==> src/rtl/tts_sched_pkg.sv <==
// rtl/tts_sched_pkg.sv - shared types and constants for the frame update scheduler
package tts_sched_pkg;

  typedef enum logic [1:0] {
    IDLE  = 2'd0,
    ISSUE = 2'd1,
    WAIT  = 2'd2
  } sched_state_e;

  localparam int FRAME_COUNT_W = 8;

  localparam int PLAYER      = 0;
  localparam int DRAGON_HEAD = 1;
  localparam int DRAGON_BODY = 2;

endpackage

==> src/rtl/frame_update_scheduler_if.sv <==
// rtl/frame_update_scheduler_if.sv - frame/start/done bundle between sync, scheduler and clients
interface frame_update_scheduler_if
  import tts_sched_pkg::*;
#(
  parameter int NUM_CLIENTS = 3,
  parameter int DIV_WIDTH   = 6
);
  logic                             frame_end;
  logic                             pause;
  logic [NUM_CLIENTS*DIV_WIDTH-1:0] period;
  logic [NUM_CLIENTS-1:0]           done;
  logic [NUM_CLIENTS-1:0]           start;
  logic                             busy;
  logic [FRAME_COUNT_W-1:0]         frame_count;
  logic                             overrun;
  logic                             timeout;

  // Scheduler side: issues start strobes, consumes frame and done events.
  modport master (
    input  frame_end, pause, period, done,
    output start, busy, frame_count, overrun, timeout
  );

  // Sync generator / client side.
  modport slave (
    output frame_end, pause, period, done,
    input  start, busy, frame_count, overrun, timeout
  );
endinterface

==> src/rtl/frame_divider.sv <==
// rtl/frame_divider.sv - per-client frame divider, due every period+1 advances
module frame_divider #(
  parameter int DIV_WIDTH = 6
) (
  input  logic                 clk,
  input  logic                 reset,
  input  logic                 adv,
  input  logic [DIV_WIDTH-1:0] period,
  output logic                 due,
  output logic [DIV_WIDTH-1:0] cnt
);

  // Reload on zero so a new period only takes effect at the next reload.
  always_ff @(posedge clk) begin
    if (reset) begin
      cnt <= '0;
    end else if (adv) begin
      if (cnt == '0) cnt <= period;
      else           cnt <= cnt - 1'b1;
    end
  end

  assign due = (cnt == '0);

endmodule

==> src/rtl/frame_update_scheduler.sv <==
// rtl/frame_update_scheduler.sv - sequences due game-logic clients once per accepted frame
module frame_update_scheduler
  import tts_sched_pkg::*;
#(
  parameter int NUM_CLIENTS    = 3,
  parameter int DIV_WIDTH      = 6,
  parameter int TIMEOUT_CYCLES = 1023
) (
  input logic                        clk,
  input logic                        reset,
  frame_update_scheduler_if.master   bus
);

  localparam int TMO_W = $clog2(TIMEOUT_CYCLES + 1);

  sched_state_e             state_q, state_d;
  logic [NUM_CLIENTS-1:0]   mask_q, mask_d;
  logic [NUM_CLIENTS-1:0]   due;
  logic [NUM_CLIENTS-1:0]   active;
  logic [TMO_W-1:0]         tmo_q, tmo_d;
  logic [FRAME_COUNT_W-1:0] fc_q, fc_d;
  logic [NUM_CLIENTS-1:0]   start_q, start_d;
  logic                     busy_q, busy_d;
  logic                     overrun_q, overrun_d;
  logic                     timeout_q, timeout_d;
  logic                     frame_live;
  logic                     accept;
  logic [DIV_WIDTH-1:0]     div_cnt_unused [NUM_CLIENTS];

  // Lowest set bit as a one-hot vector; index 0 has highest priority.
  function automatic logic [NUM_CLIENTS-1:0] lowest_bit(input logic [NUM_CLIENTS-1:0] m);
    return m & (~m + NUM_CLIENTS'(1));
  endfunction

  assign frame_live = bus.frame_end & ~bus.pause;
  assign accept     = frame_live & (state_q == IDLE);

  for (genvar i = 0; i < NUM_CLIENTS; i++) begin : g_div
    frame_divider #(.DIV_WIDTH(DIV_WIDTH)) u_div (
      .clk    (clk),
      .reset  (reset),
      .adv    (accept),
      .period (bus.period[i*DIV_WIDTH +: DIV_WIDTH]),
      .due    (due[i]),
      .cnt    (div_cnt_unused[i])
    );
  end

  // Next-state, mask bookkeeping and next values of the registered outputs.
  always_comb begin
    state_d   = state_q;
    mask_d    = mask_q;
    tmo_d     = tmo_q;
    fc_d      = fc_q;
    timeout_d = 1'b0;
    overrun_d = frame_live & (state_q != IDLE);
    active    = lowest_bit(mask_q);

    if (accept) fc_d = fc_q + 1'b1;

    case (state_q)
      IDLE: begin
        if (accept) begin
          mask_d = due;
          if (|due) state_d = ISSUE;
        end
      end
      ISSUE: begin
        tmo_d   = '0;
        state_d = WAIT;
      end
      WAIT: begin
        tmo_d = tmo_q + 1'b1;
        if (|(bus.done & active)) begin
          mask_d  = mask_q & ~active;
          state_d = (|mask_d) ? ISSUE : IDLE;
        end else if (tmo_q == TMO_W'(TIMEOUT_CYCLES)) begin
          timeout_d = 1'b1;
          mask_d    = mask_q & ~active;
          state_d   = (|mask_d) ? ISSUE : IDLE;
        end
      end
      default: state_d = IDLE;
    endcase

    start_d = (state_d == ISSUE) ? lowest_bit(mask_d) : '0;
    busy_d  = (state_d != IDLE);
  end

  // State and registered outputs; reset abandons any sequence in flight.
  always_ff @(posedge clk) begin
    if (reset) begin
      state_q   <= IDLE;
      mask_q    <= '0;
      tmo_q     <= '0;
      fc_q      <= '0;
      start_q   <= '0;
      busy_q    <= 1'b0;
      overrun_q <= 1'b0;
      timeout_q <= 1'b0;
    end else begin
      state_q   <= state_d;
      mask_q    <= mask_d;
      tmo_q     <= tmo_d;
      fc_q      <= fc_d;
      start_q   <= start_d;
      busy_q    <= busy_d;
      overrun_q <= overrun_d;
      timeout_q <= timeout_d;
    end
  end

  assign bus.start       = start_q;
  assign bus.busy        = busy_q;
  assign bus.frame_count = fc_q;
  assign bus.overrun     = overrun_q;
  assign bus.timeout     = timeout_q;

endmodule

==> src/flat_wrapper.sv <==
// flat-port wrapper written by rule: the top's interface ports become plain ports
module frame_update_scheduler_flat import tts_sched_pkg::*;
#(
  parameter int NUM_CLIENTS    = 3,
  parameter int DIV_WIDTH      = 6,
  parameter int TIMEOUT_CYCLES = 1023
)
  (clk, reset, bus_frame_end, bus_pause, bus_period, bus_done, bus_start, bus_busy, bus_frame_count, bus_overrun, bus_timeout);
  frame_update_scheduler_if #(.NUM_CLIENTS(NUM_CLIENTS), .DIV_WIDTH(DIV_WIDTH)) bus_i ();
  input logic clk;
  input logic reset;
  input wire logic [$bits(bus_i.frame_end)-1:0] bus_frame_end;
  input wire logic [$bits(bus_i.pause)-1:0] bus_pause;
  input wire logic [$bits(bus_i.period)-1:0] bus_period;
  input wire logic [$bits(bus_i.done)-1:0] bus_done;
  output wire logic [$bits(bus_i.start)-1:0] bus_start;
  output wire logic [$bits(bus_i.busy)-1:0] bus_busy;
  output wire logic [$bits(bus_i.frame_count)-1:0] bus_frame_count;
  output wire logic [$bits(bus_i.overrun)-1:0] bus_overrun;
  output wire logic [$bits(bus_i.timeout)-1:0] bus_timeout;
  assign bus_i.frame_end = bus_frame_end;
  assign bus_i.pause = bus_pause;
  assign bus_i.period = bus_period;
  assign bus_i.done = bus_done;
  assign bus_start = bus_i.start;
  assign bus_busy = bus_i.busy;
  assign bus_frame_count = bus_i.frame_count;
  assign bus_overrun = bus_i.overrun;
  assign bus_timeout = bus_i.timeout;
  frame_update_scheduler #(.NUM_CLIENTS(NUM_CLIENTS), .DIV_WIDTH(DIV_WIDTH), .TIMEOUT_CYCLES(TIMEOUT_CYCLES)) u_core (.clk(clk), .reset(reset), .bus(bus_i));
endmodule
==> config.mk <==
export PLATFORM = sky130hd
export DESIGN_NAME = frame_update_scheduler_flat
export DESIGN_NICKNAME = d
export VERILOG_FILES = /design/src/rtl/tts_sched_pkg.sv /design/src/rtl/frame_update_scheduler_if.sv /design/src/rtl/frame_divider.sv /design/src/rtl/frame_update_scheduler.sv /design/src/flat_wrapper.sv
export SDC_FILE = /design/constraint.sdc
export NUM_CORES = 1
export LEC_CHECK = 0
export ABC_CLOCK_PERIOD_IN_PS = 2800
export CORE_ASPECT_RATIO = 0.7
export CORE_MARGIN = 2
export CORE_UTILIZATION = 31
export CTS_CLUSTER_DIAMETER = 200
export DETAILED_ROUTE_END_ITERATION = 10
export DONT_BUFFER_PORTS = 1
export SLEW_MARGIN = 25
export SYNTH_ARGS = -nofsm -noshare
export SYNTH_HDL_FRONTEND = slang
export SYNTH_SLANG_ARGS = --single-unit
==> constraint.sdc <==
create_clock -name clk -period 2.8 [get_ports clk]
set_input_delay 0.7 -clock clk [delete_from_list [all_inputs] [get_ports clk]]
set_output_delay 0.7 -clock clk [all_outputs]
set_load 0.01 [all_outputs]
## Yosys cells after proc, flatten, opt, wreduce, memory -nomap -nowiden

Index checks and enable logic that the tools add are counted.

- Register bits: 47
- Latch bits: 0
- Bits in writable memories: 0
- Memory bits (read-only): 0
- Bits of input ports: 25
- Memories kept: 0

- Add/sub/neg operators: 7
- Multipliers: 0
- Divide/modulo/power cells: 0
- Magnitude comparators: 0
- Eq/ne operators: 4
- Shift operators: 0
- Multiplexer cells: 15
- Bitwise logic cells: 13
- Reductions and logical operators: 12

Operators with widths:

| operator | count |
|---|---|
| 10-bit case mux with 2 select lines | 1 |
| 6-bit zero test | 3 |
| 6-bit 2-to-1 mux | 3 |
| 6-bit by 1-bit subtractor with 6-bit output, second input constant | 3 |
| 3-bit AND | 4 |
| 10-bit by 1-bit adder with 10-bit output, second input constant | 1 |
| 10-bit equality test, second input constant | 1 |
| 3-bit 2-to-1 mux | 3 |
| 3-bit inverter | 3 |
| 3-bit OR reduction | 3 |
| 8-bit by 1-bit adder with 8-bit output, second input constant | 1 |
| 2-bit 2-to-1 mux | 4 |
| 3-bit by 1-bit adder with 3-bit output, second input constant | 2 |
| 2-bit case mux with 3 select lines | 1 |
| 3-bit case mux with 2 select lines | 1 |
| 2-bit nonzero test | 3 |
| 5-bit OR reduction | 1 |
| 2-bit by 1-bit equality test with 1-bit output, second input constant | 2 |
| 1-bit AND | 3 |
| 1-bit inverter | 3 |
| 2-bit equality test, second input constant | 1 |
| 2-bit zero test | 1 |
| 1-bit 2-to-1 mux | 2 |
| 2-bit OR reduction | 1 |

## Longest topological paths before layout

Gate-level depths: netlist of run 1.

- Word-level depth: 13
- Depth in mapped cells: 8

## By module

From an unflattened synthesis of run 1, not the netlist that was laid out.

- Cells, all modules: 276
- Area, all modules: 2585.0 sq um

Modules (own cells, without submodules):

| module | instances | cells each | area each (sq um) | seq. area each (sq um) |
|---|---|---|---|---|
| frame_update_scheduler | 1 | 147 | 1391.3 | 580.6 |
| frame_divider | 3 | 43 | 397.9 | 120.1 |

## Worst setup path after synthesis of run 1

Ideal clock, no wire load.

- Path kind: register -> register
- Start: register u_core.g_div[1].u_div.cnt[0]
- End: register u_core.start_q[2], in the netlist u_core.bus.start[2]
- Library setup time: 61 ps
- Data arrival time: 2010 ps
- Data required time: 2739 ps
- Setup slack: 729 ps
- Cell stages (with the launch flop): 9
- Path buffers: 0
- Clock period less this slack: 2071 ps
- Cell sequence: dfxtp_1 > inv_1 > ha_1 > or3b_4 > or3_4 > a31o_1 > a31oi_4 > nand2b_4 > and4bb_1

- Word-level cells in the longest chain between the ends: 8

RTL lines:

| element | line | RTL |
|---|---|---|
| start: declaration | frame_divider.sv:10 | `output logic [DIV_WIDTH-1:0] cnt` |
| start signal: assignment | frame_divider.sv:18 | `if (cnt == '0) cnt <= period;` |
| start signal: assignment | frame_divider.sv:19 | `else cnt <= cnt - 1'b1;` |
| 6-bit zero test (*) | frame_divider.sv:23 | `assign due = (cnt == '0);` |
| 3-bit OR reduction | frame_update_scheduler.sv:65 | `if (\|due) state_d = ISSUE;` |
| 2-bit 2-to-1 mux | frame_update_scheduler.sv:65 |  |
| 2-bit 2-to-1 mux | frame_update_scheduler.sv:63 | `if (accept) begin` |
| 2-bit case mux with 3 select lines | frame_update_scheduler.sv:61 | `case (state_q)` |
| 2-bit by 1-bit equality test with 1-bit output | frame_update_scheduler.sv:86 | `start_d = (state_d == ISSUE) ? lowest_bit(mask_d) : '0;` |
| 1-bit inverter (no line) | -- |  |
| 2-bit OR reduction (no line) | -- |  |
| end signal: assignment | frame_update_scheduler.sv:106 | `start_q <= start_d;` |
| end: declaration | frame_update_scheduler.sv:22 | `logic [NUM_CLIENTS-1:0] start_q, start_d;` |

Every way passes the cells marked *; elsewhere a longest branch is shown, timed or not.
A chain may end at the register's enable or synchronous reset.

## Worst setup path in the final report of run 1

- Start: register u_core.g_div[0].u_div.cnt[0]
- End: register u_core.start_q[2], in the netlist u_core.bus.start[2]

- Word-level cells in the longest chain between the ends: 8

RTL lines:

| element | line |
|---|---|
| start: declaration | frame_divider.sv:10 |
| start signal: assignment | frame_divider.sv:18 |
| start signal: assignment | frame_divider.sv:19 |
| 6-bit zero test (*) | frame_divider.sv:23 |
| 3-bit OR reduction | frame_update_scheduler.sv:65 |
| 2-bit 2-to-1 mux | frame_update_scheduler.sv:65 |
| 2-bit 2-to-1 mux | frame_update_scheduler.sv:63 |
| 2-bit case mux with 3 select lines | frame_update_scheduler.sv:61 |
| 2-bit by 1-bit equality test with 1-bit output | frame_update_scheduler.sv:86 |
| 1-bit inverter (no line) | -- |
| 2-bit OR reduction (no line) | -- |

Marks and branches as above.

==> Implementation_results.wiki, run 1 <==
{| class="wikitable"
! Metric !! Value
|-
| LEAKAGE || 0.912 nW
|-
| Worst setup timing slack at the placement stage || 0.588 ns
|-
| RSZ-0062 raised after global routing || false
|-
| CTS max path bufs || 2
|-
| Floorplan die area || 0.00801 mm²
|-
| Number of remaining DRC errors || 0
|-
| H-Tree Depth || 2
|-
| Number of antenna violations at the first check in global routing || 0
|-
| Top fanout value on the critical path || 5
|-
| Wire length of the first global-routing pass || 8.25 mm
|-
| CTS tree || done
|-
| Final weighted congestion in routability-driven placement || 0.729
|-
| Detailed-route wire length per cell || 13.8 µm
|-
| Net count after synthesis || 305
|-
| Worst hold path stage count || 1
|-
| Power per cell area || 747 mW/mm²
|-
| Placed wire-length estimate after detailed placement || 3.72 mm
|-
| Power Total || 1.86 mW
|-
| DIE WIDTH || 106 µm
|-
| Relative slew margins || 51.2%
|-
| WP data required || 3.04 ns
|-
| Async set-or-reset flop fraction in the synthesized netlist || 0%
|-
| Fraction of the mapped netlist area in compound gates || 16.5%
|-
| Vias || 1829
|-
| Starting utilization of the core area || 31.5%
|-
| Worst setup path startpoint || u_core.g_div[0].u_div.cnt[0]$_SDFFE_PP0N_
|-
| DR top layer || met4
|-
| Met1 wire length || 2.59 mm
|-
| Height of the die || 75.5 µm
|-
| R2R Setup Slk || 0.56 ns
|-
| Min Clock Period, post-route || 2.24 ns
|-
| Primary FF master, synth || dfxtp_1
|-
| Clock root buffer || clkbuf_8
|-
| Synthesis-to-finish area growth || 9.73%
|-
| Yosys warnings || 0
|-
| DRT Wirelength || 5.11 mm
|-
| Total CTS buffers || 5
|-
| #FFs+latches synth || 47
|-
| Maximum capacitance violations || 0
|-
| R2r startpoint || u_core.g_div[0].u_div.cnt[0]$_SDFFE_PP0N_
|-
| Mean instance size in the synthesized netlist || 8.35 µm²
|-
| Synthesized instance count || 271
|-
| Max Clk Rate || 447 MHz
|-
| Arrival time at the worst endpoint || 2.48 ns
|-
| Number of gates resized after CTS || 0
|-
| Min-Delay Path Class || primary input to flip-flop
|-
| Type of element capturing the critical path || flip-flop
|-
| Share of the clock period used by the worst path after layout || 79.9%
|-
| XOR/XNOR share of the synthesized area || 5.42%
|-
| FF-to-FF End || u_core.bus.start[2]$_SDFF_PP0_
|-
| Final WS setup || 0.563 ns
|-
| Port Buffer Count || 0
|-
| Mapped cell area || 0.00226 mm²
|-
| Antenna Nets Post-Route || 0
|-
| Floorplan Core Area || 0.00719 mm²
|-
| Synthesized-area fraction occupied by adder cells || 5.42%
|-
| Peak VDD IR || 0.000231 V
|-
| Capturing instance or port of the critical path || u_core.bus.start[2]$_SDFF_PP0_
|-
| DRT iter0 DRCs || 94
|-
| Placed Instance Area || 0.00237 mm²
|-
| Number of distinct library cells after synthesis || 45
|-
| Actual transition at the worst max-transition pin || 0.726 ns
|-
| Main combinational cell family by area after synthesis || simple AND/OR/NAND/NOR gates
|-
| Hold-fix buffers, CTS || 0
|-
| Critical Setup Path Class || flip-flop to flip-flop
|-
| Number of placed instances, taps included || 362
|-
| Met3 WL || 213 µm
|-
| Via density per instance || 4.94
|-
| Simple-gate portion of the synthesized area || 24.8%
|-
| Final design utilization || 34.5%
|-
| Post-CTS Setup Bufs || 0
|-
| Critical Path Source Type || flip-flop
|-
| Number of slew-limit violations in the final report || 0
|-
| Outcome || finished clean
|-
| Final hold violations || 0
|-
| Endpoints failing setup || 0
|-
| Aggregate negative setup slack || 0 ns
|-
| Share of synthesized area occupied by flip-flops and latches || 41.6%
|-
| Finished Layout Cells || 370
|-
| Post-route cell area || 0.00248 mm²
|-
| Post-Route Skew || 0.0113 ns
|-
| Overflow left after global routing || 0
|-
| Fraction of final layout cells sized beyond drive strength 1 || 6.99%
|-
| Length of the first detailed-routing pass in iterations || 4
|-
| Mux cell area share after synthesis || 2.43%
|-
| Number of global-route vias before repair || 1682
|-
| Clock-pin slew reported for the worst setup and hold paths after clock tree synthesis || 0.10 ns
|-
| Antenna Diode Count || 0
|-
| Gr usage total || 13.3%
|-
| Maximum number of pins on one net before global-route repair || 34
|-
| Worst-case hold slack || 0.457 ns
|-
| Number of synthesized flops with an enable pin || 0
|-
| Clock latency reported for the late side of the worst-skew pair || 0.30 ns
|-
| Worst R2R Path Depth || 8
|-
| # rows || 26
|-
| Routed wl met2 || 2.25 mm
|-
| Total Nets Final || 305
|-
| IO Count || 39
|-
| Fill cell total of the finished layout || 755
|-
| Number of clock sinks || 47
|}
==> metal layers <==
| layer | vias up | GRT usage (%) |
|---|---|---|
| li1 | 955 | - |
| met1 | 833 | 17.5 |
| met2 | 37 | 20.7 |
| met3 | 4 | 3.93 |
| met4 | 0 | 5.26 |
| met5 | - | 0 |
==> Yosys cell counts (2+ instances only) <==
cell type	count	share of area [%]
inv_1	13	2.2
a311oi_1	4	1.5
nor3b_1	4	1.3
o21ai_0	8	1.8
nand3_1	5	1.1
nor4_1	3	0.83
dfxtp_1	47	42
nand3b_1	2	0.66
xor2_1	11	4.3
a211oi_1	4	1.3
o41ai_1	3	1.2
nand4_1	7	1.9
clkbuf_1	9	1.5
ha_1	9	5.0
xnor2_1	3	1.2
and2_1	2	0.55
o211ai_1	3	0.99
nand2_1	35	5.8
nor2_1	40	6.6
a21oi_1	21	4.6
nor3_1	6	1.3
mux2_2	4	2.0
a31oi_1	4	1.1
or3_1	2	0.55
and3_1	2	0.55
==> sequential cells by signal, indices dropped and copies added, names as in the netlist <==
| name | flops |
|---|---|
| u_core.bus.busy | 1 |
| u_core.bus.frame_count | 8 |
| u_core.bus.overrun | 1 |
| u_core.bus.start | 3 |
| u_core.bus.timeout | 1 |
| u_core.g_div.u_div.cnt | 18 |
| u_core.mask_q | 3 |
| u_core.state_q | 2 |
| u_core.tmo_q | 10 |
==> critical path, stage by stage (launching register included) <==
cell and delay [ns]:
dfxtp_1 0.35, inv_1 0.09, ha_1 0.19, nor3b_1 0.53, nand2_1 0.17, a31o_1 0.29, a31oi_4 0.23, nand2b_4 0.08
and4bb_1 0.25
==> cell type report <==
cell class	count	area [µm²]	area share [%]
Clock buffer	5	68.8	2.77
Timing Repair Buffer	3	22.5	0.907
Multi-Input combinational cell	201	1240	49.8
Sequential cell	47	941	37.9
Clock inverter	3	43.8	1.76
Tap cell	98	123	4.94
Inverter	13	48.8	1.96
==> how the worst min path moves through the flow <==
stage / to / from
final: u_core.g_div[1].u_div.cnt[3]$_SDFFE_PP0N_ / reset
after detailed placement: u_core.g_div[2].u_div.cnt[4]$_SDFFE_PP0N_ / u_core.g_div[2].u_div.cnt[4]$_SDFFE_PP0N_
after CTS: u_core.g_div[1].u_div.cnt[4]$_SDFFE_PP0N_ / reset
after global routing: u_core.g_div[1].u_div.cnt[4]$_SDFFE_PP0N_ / reset
after floorplan: u_core.g_div[2].u_div.cnt[4]$_SDFFE_PP0N_ / u_core.g_div[2].u_div.cnt[4]$_SDFFE_PP0N_
after global placement: u_core.g_div[2].u_div.cnt[4]$_SDFFE_PP0N_ / u_core.g_div[2].u_div.cnt[4]$_SDFFE_PP0N_
==> power breakdown <==
part	leakage, nW	internal (mW)	switching [mW]
Sequential	0.382	0.738	0.0777
Combinational	0.472	0.226	0.312
Clock	0.0581	0.266	0.236
==> logic make-up after synthesis <==
logic type | Yosys count
adders and majority gates | 10
AOI/OAI and AO/OA | 56
DFF | 47
xor gates and xnor gates | 14
muxes | 5
buffers and inverters | 23
and+or+nand+nor | 116
==> placed cells by master, fill, tap and decap left out, types with 2 or more instances in the layout <==
| cell type | n |
|---|---|
| ha_1 | 9 |
| nand4_1 | 7 |
| nor3b_1 | 4 |
| a21oi_1 | 21 |
| xor2_1 | 11 |
| or3_1 | 2 |
| and2_1 | 2 |
| mux2_2 | 4 |
| nand2_1 | 35 |
| nor3_1 | 6 |
| o41ai_1 | 3 |
| xnor2_1 | 3 |
| a31oi_1 | 4 |
| inv_1 | 13 |
| nand3_1 | 5 |
| nor2_1 | 40 |
| a211oi_1 | 4 |
| dfxtp_1 | 47 |
| buf_4 | 3 |
| a311oi_1 | 4 |
| nor4_1 | 3 |
| nand3b_1 | 2 |
| clkbuf_8 | 5 |
| o211ai_1 | 3 |
| o21ai_0 | 8 |
| and3_1 | 2 |
(Power assumes the default switching activity.)
==> run 2: changes to the inputs <==
Settings changed: ABC_CLOCK_PERIOD_IN_PS 2800 to 2200.
Clock period 2.8 ns to 2.2 ns, I/O delays scaled along.
==> Implementation_results.wiki, run 2 (synthesis gave the netlist of run 1 again) <==
{| class="wikitable"
! Metric !! Value
|-
| Outcome || finished clean (unchanged)
|-
| Min-Delay Path Class || primary input to flip-flop (unchanged)
|-
| DIE WIDTH || 106 µm (unchanged)
|-
| Finished Layout Cells || 381 (was 370)
|-
| Actual transition at the worst max-transition pin || 0.503 ns (was 0.726 ns)
|-
| Fraction of final layout cells sized beyond drive strength 1 || 12.4% (was 6.99%)
|-
| Post-Route Skew || 0.00776 ns (was 0.0113 ns)
|-
| Number of clock sinks || 47 (unchanged)
|-
| Stages on worst setup path || 8 (unchanged)
|-
| Maximum number of pins on one net before global-route repair || 34 (unchanged)
|-
| Largest register FFs || 18 (unchanged)
|-
| Hold-fix buffers, CTS || 0 (unchanged)
|-
| Via density per instance || 4.92 (was 4.94)
|-
| Gr usage total || 13.4% (was 13.3%)
|-
| CP peak stage delay || 0.41 ns (was 0.53 ns)
|-
| Number of antenna violations at the first check in global routing || 0 (unchanged)
|-
| R2r startpoint || u_core.g_div[1].u_div.cnt[1]$_SDFFE_PP0N_ (was u_core.g_div[0].u_div.cnt[0]$_SDFFE_PP0N_)
|-
| Worst setup timing slack at the placement stage || 0.0126 ns (was 0.588 ns)
|-
| Total CTS buffers || 5 (unchanged)
|-
| Detailed-route wire length per cell || 13.4 µm (was 13.8 µm)
|-
| Placed wire-length estimate after detailed placement || 3.70 mm (was 3.72 mm)
|-
| Final weighted congestion in routability-driven placement || 0.827 (was 0.729)
|-
| R2R Setup Slk || 0.04 ns (was 0.56 ns)
|-
| RSZ-0062 raised after global routing || true (was false)
|-
| Capturing instance or port of the critical path || u_core.bus.start[2]$_SDFF_PP0_ (unchanged)
|-
| Final WS setup || 0.0445 ns (was 0.563 ns)
|-
| Min Clock Period, post-route || 2.16 ns (was 2.24 ns)
|-
| Worst R2R Path Depth || 8 (unchanged)
|-
| DRT iter0 DRCs || 180 (was 94)
|-
| Number of buffers and inverters on the critical path || 1 (unchanged)
|-
| Wire length of the first global-routing pass || 8.61 mm (was 8.25 mm)
|-
| Clock-pin slew reported for the worst setup and hold paths after clock tree synthesis || 0.09 ns (was 0.10 ns)
|-
| Max Clk Rate || 464 MHz (was 447 MHz)
|-
| Top reg by flops || u_core.g_div.u_div.cnt (unchanged)
|-
| Placed Instance Area || 0.00244 mm² (was 0.00237 mm²)
|-
| Number of slew-limit violations in the final report || 0 (unchanged)
|-
| Endpoints failing setup || 0 (unchanged)
|-
| Worst path cell trace || inv_2 > ha_4 > or3b_4 > or3_4 > a311oi_2 > a211oi_2 > nand2b_4 > and4bb_1 (was inv_1 > ha_1 > nor3b_1 > nand2_1 > a31o_1 > a31oi_4 > nand2b_4 > and4bb_1)
|-
| FF-to-FF End || u_core.bus.start[2]$_SDFF_PP0_ (unchanged)
|-
| Critical Setup Path Class || flip-flop to flip-flop (unchanged)
|-
| CTS tree || done (unchanged)
|-
| Clock latency reported for the late side of the worst-skew pair || 0.29 ns (was 0.30 ns)
|-
| WP data required || 2.44 ns (was 3.04 ns)
|-
| Family with the most delay on the worst path || simple AND/OR/NAND/NOR gates (unchanged)
|-
| Most common cell after layout, fill and taps aside || dfxtp_1 (unchanged)
|-
| Vias || 1876 (was 1829)
|-
| Total Nets Final || 316 (was 305)
|-
| Peak VDD IR || 0.000427 V (was 0.000231 V)
|-
| Number of placed instances, taps included || 371 (was 362)
|-
| Cell with the largest stage delay on the worst path || or3_4 (was nor3b_1)
|-
| Height of the die || 75.5 µm (unchanged)
|-
| Maximum capacitance violations || 0 (unchanged)
|-
| Antenna Nets Post-Route || 0 (unchanged)
|-
| IO Count || 39 (unchanged)
|-
| Aggregate negative setup slack || 0 ns (unchanged)
|-
| Worst setup path startpoint || u_core.g_div[1].u_div.cnt[1]$_SDFFE_PP0N_ (was u_core.g_div[0].u_div.cnt[0]$_SDFFE_PP0N_)
|-
| Number of remaining DRC errors || 0 (unchanged)
|-
| # rows || 26 (unchanged)
|-
| Top fanout value on the critical path || 3 (was 5)
|-
| Synthesis-to-finish area growth || 13.9% (was 9.73%)
|-
| Port Buffer Count || 0 (unchanged)
|-
| Floorplan Core Area || 0.00719 mm² (unchanged)
|-
| Critical Path Source Type || flip-flop (unchanged)
|-
| Number of global-route vias before repair || 1808 (was 1682)
|-
| Overflow left after global routing || 0 (unchanged)
|-
| Power Total || 2.42 mW (was 1.86 mW)
|-
| Type of element capturing the critical path || flip-flop (unchanged)
|-
| Length of the first detailed-routing pass in iterations || 4 (unchanged)
|-
| Most used cells in the layout excluding fill and tap cells || dfxtp_1 (46), nor2_1 (40), nand2_1 (35) (was dfxtp_1 (47), nor2_1 (40), nand2_1 (35))
|-
| Antenna Diode Count || 0 (unchanged)
|-
| Final design utilization || 35.9% (was 34.5%)
|-
| Arrival time at the worst endpoint || 2.40 ns (was 2.48 ns)
|-
| Post-route cell area || 0.00258 mm² (was 0.00248 mm²)
|-
| Final hold violations || 0 (unchanged)
|-
| DRT Wirelength || 5.10 mm (was 5.11 mm)
|-
| LEAKAGE || 0.962 nW (was 0.912 nW)
|-
| Clock root buffer || clkbuf_8 (unchanged)
|-
| Relative slew margins || 66.2% (was 51.2%)
|-
| Floorplan die area || 0.00801 mm² (unchanged)
|-
| Worst-case hold slack || 0.316 ns (was 0.457 ns)
|-
| H-Tree Depth || 2 (unchanged)
|-
| CTS max path bufs || 2 (unchanged)
|-
| Starting utilization of the core area || 31.5% (unchanged)
|-
| Share of the clock period used by the worst path after layout || 98.0% (was 79.9%)
|-
| Power per cell area || 939 mW/mm² (was 747 mW/mm²)
|}
==> run 2: metal layers <==
metal  track usage, %  part of all wire [%]
met1             18.8                    53
met2             20.5                    42
met5                0                     0
met4             3.65                  0.41
met3             3.85                   5.0
==> run 2: cell type report <==
| class | count | area [µm²] |
|---|---|---|
| flip-flops and latches | 47 | 942 |
| multi-input cells | 201 | 1260 |
| well taps | 98 | 123 |
| clock buffers | 8 | 100 |
| repair buffers | 14 | 105 |
| fillers | 731 | 4610 |
| inverters | 13 | 48.8 |
==> run 2: repair_timing <==
action / CTS / global route
pin swaps: 0 / 4
buffers inserted: 0 / 2
endpoints found under the setup margin: 1 / 2
resized for setup: 1 / 6
==> run 2: worst min path at each step <==
| stage | startpoint | to | cells past startpoint |
|---|---|---|---|
| after floorplan | u_core.g_div[2].u_div.cnt[4]$_SDFFE_PP0N_ | u_core.g_div[2].u_div.cnt[4]$_SDFFE_PP0N_ | 2 |
| after global placement | u_core.g_div[2].u_div.cnt[4]$_SDFFE_PP0N_ | u_core.g_div[2].u_div.cnt[4]$_SDFFE_PP0N_ | 2 |
| after detailed placement | u_core.g_div[2].u_div.cnt[4]$_SDFFE_PP0N_ | u_core.g_div[2].u_div.cnt[4]$_SDFFE_PP0N_ | 2 |
| after CTS | reset | u_core.g_div[0].u_div.cnt[0]$_SDFFE_PP0N_ | 1 |
| after global routing | reset | u_core.mask_q[2]$_SDFF_PP0_ | 1 |
| final | reset | u_core.mask_q[0]$_SDFF_PP0_ | 1 |
==> run 2: report_power, final <==
group          internal (mW)  switching [mW]  leakage [nW]
combinational          0.379           0.436         0.528
clock                  0.287           0.280        0.0515
sequential             0.940          0.0990         0.382
total                   1.61           0.816         0.962
==> run 3: changes to the inputs <==
--- a/config.mk
+++ b/config.mk
@@ -13,4 +13,5 @@
 export DETAILED_ROUTE_END_ITERATION = 10
 export DONT_BUFFER_PORTS = 1
+export GPL_ROUTABILITY_DRIVEN = 0
 export SLEW_MARGIN = 25
 export SYNTH_ARGS = -nofsm -noshare
==> constraint.sdc (replaced) <==
create_clock -name clk -period 2.2 [get_ports clk]
set_input_delay 0.55 -clock clk [delete_from_list [all_inputs] [get_ports clk]]
set_output_delay 0.55 -clock clk [all_outputs]
set_load 0.005 [all_outputs]
==> results of run 3 <==
Same layout as run 2 (identical final DEF). Status: finished clean.
Among the figures that moved: worst IR drop on VDD 0.000427 V -> 0.000426 V
==> edit 1: new RTL, flow settings as in run 3 <==
Re-encode `sched_state_e` (3 states) as one-hot, 3 bits wide.
--- a/src/rtl/tts_sched_pkg.sv
+++ b/src/rtl/tts_sched_pkg.sv
@@ -1,10 +1,10 @@
 // rtl/tts_sched_pkg.sv - shared types and constants for the frame update scheduler
 package tts_sched_pkg;
 
-  typedef enum logic [1:0] {
-    IDLE  = 2'd0,
-    ISSUE = 2'd1,
-    WAIT  = 2'd2
+  typedef enum logic [2:0] {
+    IDLE  = 3'b001,
+    ISSUE = 3'b010,
+    WAIT  = 3'b100
   } sched_state_e;
 
   localparam int FRAME_COUNT_W = 8;
Function: no difference found for any inputs over 10 cycles, from zero or initial values and one cycle with reset high; not proved beyond that.
==> edit 1 against run 3 <==
Clock power increased by 36%. Final cell count is 8.1% higher. Synthesized cell count rose by 15%. Largest power group unchanged. Die area rose by 13%. Total power shrank 9.4%. Final area is 9.7% higher. Combinational power fell by 46%. Global-route usage increased by 0.54 points. Sequential cell count is 1 higher. Wire length up 17%. Area after synthesis up 13%. Setup slack better by 150 ps.
==> edit 1: results (changes against run 3) <==
layout:
  drive_above_1_share_pct: 12.2  # -0.15 points
  nNetsFinal: 340  # +7.6%
  largest_reg_flops: 18  # unchanged
  stdcell_count: 412  # +8.1%
  largest_register: "u_core.g_div.u_div.cnt"
detailed_routing:
  wirelength_um: 5940  # +17%
  vias_per_cell: 5.32  # +8.1%
  drt_iter0_drc: 135  # -25%
clock_network:
  cts.repair.resized: 0  # -1
  clock_path_buffers: 2  # unchanged
  postCtsSetupBuffers: 0  # unchanged
  cts-root-buf: "clkbuf_16"
  numCtsBuffers: 5  # unchanged
  clk_pin_slew_ps: 60  # -30 ps
pwr:
  p_leak_nw: 1.01  # +4.9%
  p_sw_share_pct: 28.6  # -4.9 points
  ir_drop_mv: 0.358  # -16%
setup_path:
  regToRegSetupSlack_ps: 190  # +150 ps
  reg2reg_depth: 7  # -1
  r2r_end: "u_core.bus.start[1]"
  critPathArrivalTime_ps: 2170  # -230 ps
  slowest_stage: "or3_1"
  slowest_delay_ps: 430  # +20 ps
  r2r_start: "u_core.g_div[0].u_div.cnt[0]"
  cp_max_fo: 5  # +2
global_route:
  grt_pass1_vias: 1995  # +10%
  grt_pass1_wl_um: 10100  # +17%
  grt_max_degree: 47  # +38%
  grt_usage_pct: 14.0  # +0.54 points
logic_synthesis:
  ys_seq_area_share_pct: 37.4  # -4.1 points
  synthTopCellsByCount: "dfxtp_1, nor2_1, nand2_1"
  postSynthCellCount: 311  # +15%
  netlist_top_cells_area: "dfxtp_1, nor2_1, a21oi_1"
  yosysWarnings: 0  # unchanged
  synth_cell_types: 64  # +42%
place:
  dp.cells: 404  # +8.9%
  hpwl_um: 4410  # +19%
sta:
  worst_slew_pin_slew_ps: 611  # +108 ps
  finalClockSkew_ps: 5.12  # -2.63 ps
worst_hold_path:
  hold_path_end: "u_core.g_div[1].u_div.cnt[3]"
  hp-class: "input pin to flop"
  min_from: "reset"
outcome:
  status: "complete, no violations"
-- edit 1: per-stage QoR --
step | total power [mW] | setup WS, ps | util [%] | area [µm²] | hold WS (ps)
after CTS | 2.22 | 175 | 35.6 | 2830 | 318
after floorplan | 1.35 | 309 | - | 2570 | 458
after detailed placement | 1.44 | 194 | 33.8 | 2680 | 471
final | 2.19 | 191 | 35.6 | 2830 | 329
after global routing | 2.32 | 65.6 | 35.6 | 2830 | 316
after global placement | 1.43 | 248 | 33.8 | 2680 | 465
-- edit 1: area by class of cell --
class / count / area [µm²]
timing repair buffer: 11 / 82.6
multi-input combinational: 228 / 1450
inverter: 16 / 60.1
sequential: 48 / 961
clock buffer: 6 / 139
tap: 101 / 126
fill: 825 / 5110
clock inverter: 2 / 10.0
-- edit 1: power groups by stage --
stage / clock, mW / sequential (mW) / combinational, mW
2_1_floorplan: 0 / 0.981 / 0.374
3_3_place_gp: 0 / 0.998 / 0.435
3_5_place_dp: 0 / 0.999 / 0.439
4_1_cts: 0.800 / 0.980 / 0.441
5_1_grt: 0.832 / 0.987 / 0.501
6_report: 0.770 / 0.980 / 0.440
-- edit 1: cell families (layout without fill, tap and decap cells) --
logic type,count (synthesis),in the layout,synth area share [%]
simple gates,135,135,28.8
compound gates,73,73,19.6
flops,48,48,37.4
buf+inv,35,35,6.09
xor+xnor,8,8,2.73
fa+ha+maj,6,6,2.83
mux,6,6,2.49
-- edit 1: per-layer routing --
layer / up-vias / wire, µm / GRT usage, %
met5: - / 0 / 0
met4: 0 / 74 / 4.39
met3: 8 / 505 / 4.53
met2: 61 / 2320 / 18.7
met1: 1011 / 3040 / 20.7
li1: 1113 / - / -
==> edit 2: new RTL, settings of run 3 <==
Without the edit above. `NUM_CLIENTS` is set to 3 in 3 places; all go to 6.
--- a/src/rtl/frame_update_scheduler_if.sv
+++ b/src/rtl/frame_update_scheduler_if.sv
@@ -2,7 +2,7 @@
 interface frame_update_scheduler_if
   import tts_sched_pkg::*;
 #(
-  parameter int NUM_CLIENTS = 3,
+  parameter int NUM_CLIENTS = 6,
   parameter int DIV_WIDTH   = 6
 );
   logic                             frame_end;
--- a/src/rtl/frame_update_scheduler.sv
+++ b/src/rtl/frame_update_scheduler.sv
@@ -2,7 +2,7 @@
 module frame_update_scheduler
   import tts_sched_pkg::*;
 #(
-  parameter int NUM_CLIENTS    = 3,
+  parameter int NUM_CLIENTS    = 6,
   parameter int DIV_WIDTH      = 6,
   parameter int TIMEOUT_CYCLES = 1023
 ) (
--- a/src/flat_wrapper.sv
+++ b/src/flat_wrapper.sv
@@ -1,7 +1,7 @@
 // flat-port wrapper written by rule: the top's interface ports become plain ports
 module frame_update_scheduler_flat import tts_sched_pkg::*;
 #(
-  parameter int NUM_CLIENTS    = 3,
+  parameter int NUM_CLIENTS    = 6,
   parameter int DIV_WIDTH      = 6,
   parameter int TIMEOUT_CYCLES = 1023
 )
Ports: changed (resized bus_done, bus_period and bus_start); port bits go from 39 to 63. No check against the original RTL was run, so the function may have changed too.
==> edit 2 against run 3 <==
The run now ends with setup timing left. Final area rose by 79%. Area after synthesis rose by 61%. Sequential cell count rose by 24. Total power rose by 90%. Wire length rose by 92%. Final cell count rose by 72%. Setup slack got worse by 68 ps. Count of clock-buffer cells in the layout rose by 5. Hold slack got worse by 26 ps. Largest cell class unchanged.
==> edit 2: results (changes against run 3) <==
global_route:
  grt_max_degree: 57  # +68%
  grt_pass1_wl_um: 15500  # +80%
  grt_usage_pct: 15.6  # +2.2 points
  grt_pass1_vias: 3145  # +74%
  grt_antenna_before_repair: 2  # +2
layout:
  largest_reg_flops: 36  # +18
  nNetsFinal: 551  # +74%
  largest_register: "u_core.g_div.u_div.cnt"
  drive_above_1_share_pct: 24.6  # +12 points
logic_synthesis:
  syn_nets: 503  # +65%
  synth_cell_types: 61  # +36%
  netlist_top_cells_area: "dfxtp_1, nor2_1, nand2_1"
  synthTopCellsByCount: "dfxtp_1, nor2_1, nand2_1"
  yosysWarnings: 0  # unchanged
  async_reset_ff_share_pct: 0  # unchanged
  ys_seq_area_share_pct: 39.1  # -2.5 points
pwr:
  p_sw_share_pct: 32.0  # -1.6 points
  p_leak_nw: 1.68  # +74%
  powerDensity_nw_per_um2: 992  # +5.9%
  ir_drop_mv: 0.391  # -8.4%
outcome:
  status: "complete, but fails checks"
  violations: "setup timing"
setup_path:
  reg2reg_depth: 11  # +3
  r2r_end: "u_core.bus.start[3]"
  cp_max_fo: 3  # unchanged
  critPathArrivalTime_ps: 2490  # +90 ps
  r2r_start: "u_core.g_div[0].u_div.cnt[0]"
detailed_routing:
  firstDrtPassIters: 4  # unchanged
  wl_per_cell_um: 15.0  # +12%
  vias: 3343  # +78%
  drt_iter0_drc: 167  # -7.2%
clock_network:
  clock_path_buffers: 2  # unchanged
  htree_levels: 3  # +1
  cts-root-buf: "clkbuf_16"
  clock_latency_ps: 330  # +40 ps
  clk_pin_slew_ps: 50  # -40 ps
  numCtsBuffers: 9  # +4
worst_hold_path:
  hold_depth: 1  # unchanged
  min_from: "reset"
  hp-class: "input pin to flop"
  hold_path_end: "u_core.mask_q[5]"
sta:
  relSlewSlack_pct: 62.4  # -3.8 points
  finalClockSkew_ps: 7.00  # -0.756 ps
  setup_viol: 2  # +2
  timing.final.ws_setup_ps: -23.0  # -67.6 ps
place:
  port_buffers: 0  # unchanged
  hpwl_um: 7140  # +93%
edit 2: changes by cell type after synthesis, sizes merged, moves of 4 or more:
cell | before | now
dfxtp | 47 | 71
nor3 | 6 | 27
nor2 | 40 | 59
o21ai | 8 | 25
a21oi | 21 | 32
nand2 | 35 | 46
nand3 | 5 | 16
a211oi | 4 | 10
or4 | 1 | 7
buf | 1 | 6
nand2b | 1 | 6
or3 | 3 | 8
clkbuf | 9 | 13
edit 2: power groups by stage:
stage          sequential (mW)  combinational (mW)  clock, mW
2_1_floorplan             1.56               0.958          0
3_3_place_gp              1.56                1.43          0
3_5_place_dp              1.56                1.48          0
4_1_cts                   1.54                1.54       1.45
5_1_grt                   1.57                1.80       1.49
6_report                  1.55                1.63       1.40
edit 2: how the worst max path moves through the flow:
stage | start | to | cells past startpoint
CTS | u_core.g_div[0].u_div.cnt[1] | u_core.bus.start[5] | 9
finish | u_core.g_div[0].u_div.cnt[0] | u_core.bus.start[3] | 11
floorplan | u_core.g_div[2].u_div.cnt[1] | u_core.bus.start[5] | 10
detailed placement | u_core.g_div[3].u_div.cnt[0] | u_core.bus.start[5] | 9
global placement | u_core.g_div[3].u_div.cnt[0] | u_core.bus.start[5] | 9
global route | u_core.g_div[0].u_div.cnt[0] | u_core.bus.start[5] | 10
edit 2: critical path, stage by stage (launching register included):
cell,delay [ps]
dfxtp_2,320
inv_2,60
ha_4,130
or3b_4,370
or3_4,360
nand4_4,120
o21ai_2,60
a311oi_2,220
buf_4,170
nand4_4,110
buf_4,160
nor2_1,70
edit 2: per-layer routing:
metal	share of wire (%)	track usage [%]	vias up
met2	43	24.0	88
met1	47	19.9	1544
li1	-	-	1698
met3	8.3	5.85	11
met4	1.6	6.38	2
met5	0.13	0	-
edit 2: what timing repair did:
item	in CTS	in global routing
pin swaps	2	7
setup buffers	2	5
endpoints found under the setup margin	4	10
gates resized for setup	15	21
edit 2: cell families (layout without fill, tap and decap cells):
logic type	Yosys count	in the layout	synth area share (%)
buffers and inverters	35	86	3.79
other	0	1	0
and+or+nand+nor	207	207	29.3
xor gates and xnor gates	16	16	3.86
DFF	71	71	39.1
AOI/OAI and AO/OA	98	98	18.0
muxes	4	4	1.20
adders and majority gates	14	14	4.68
edit 2: final cells by class:
class                   count  area, µm²
diodes                      1       2.50
well taps                 157        196
repair buffers             56        437
clock buffers              13        250
inverters                  16       60.1
clock inverters             1       30.0
multi-input cells         339       2210
fillers                  1178       6940
flip-flops and latches     71       1430
edit 2: metrics by stage:
step                std cells  setup TNS (ps)  setup WS [ps]  hold WS [ps]  cell area, µm²
floorplan                 445           -56.0          -44.0           445            3660
global placement          632           -16.7          -16.7           466            4150
detailed placement        632            -271           -106           471            4150
CTS                       648           -59.9          -34.5           274            4500
global route              654            -422           -131           277            4620
finish                    654           -43.6          -23.0           289            4620
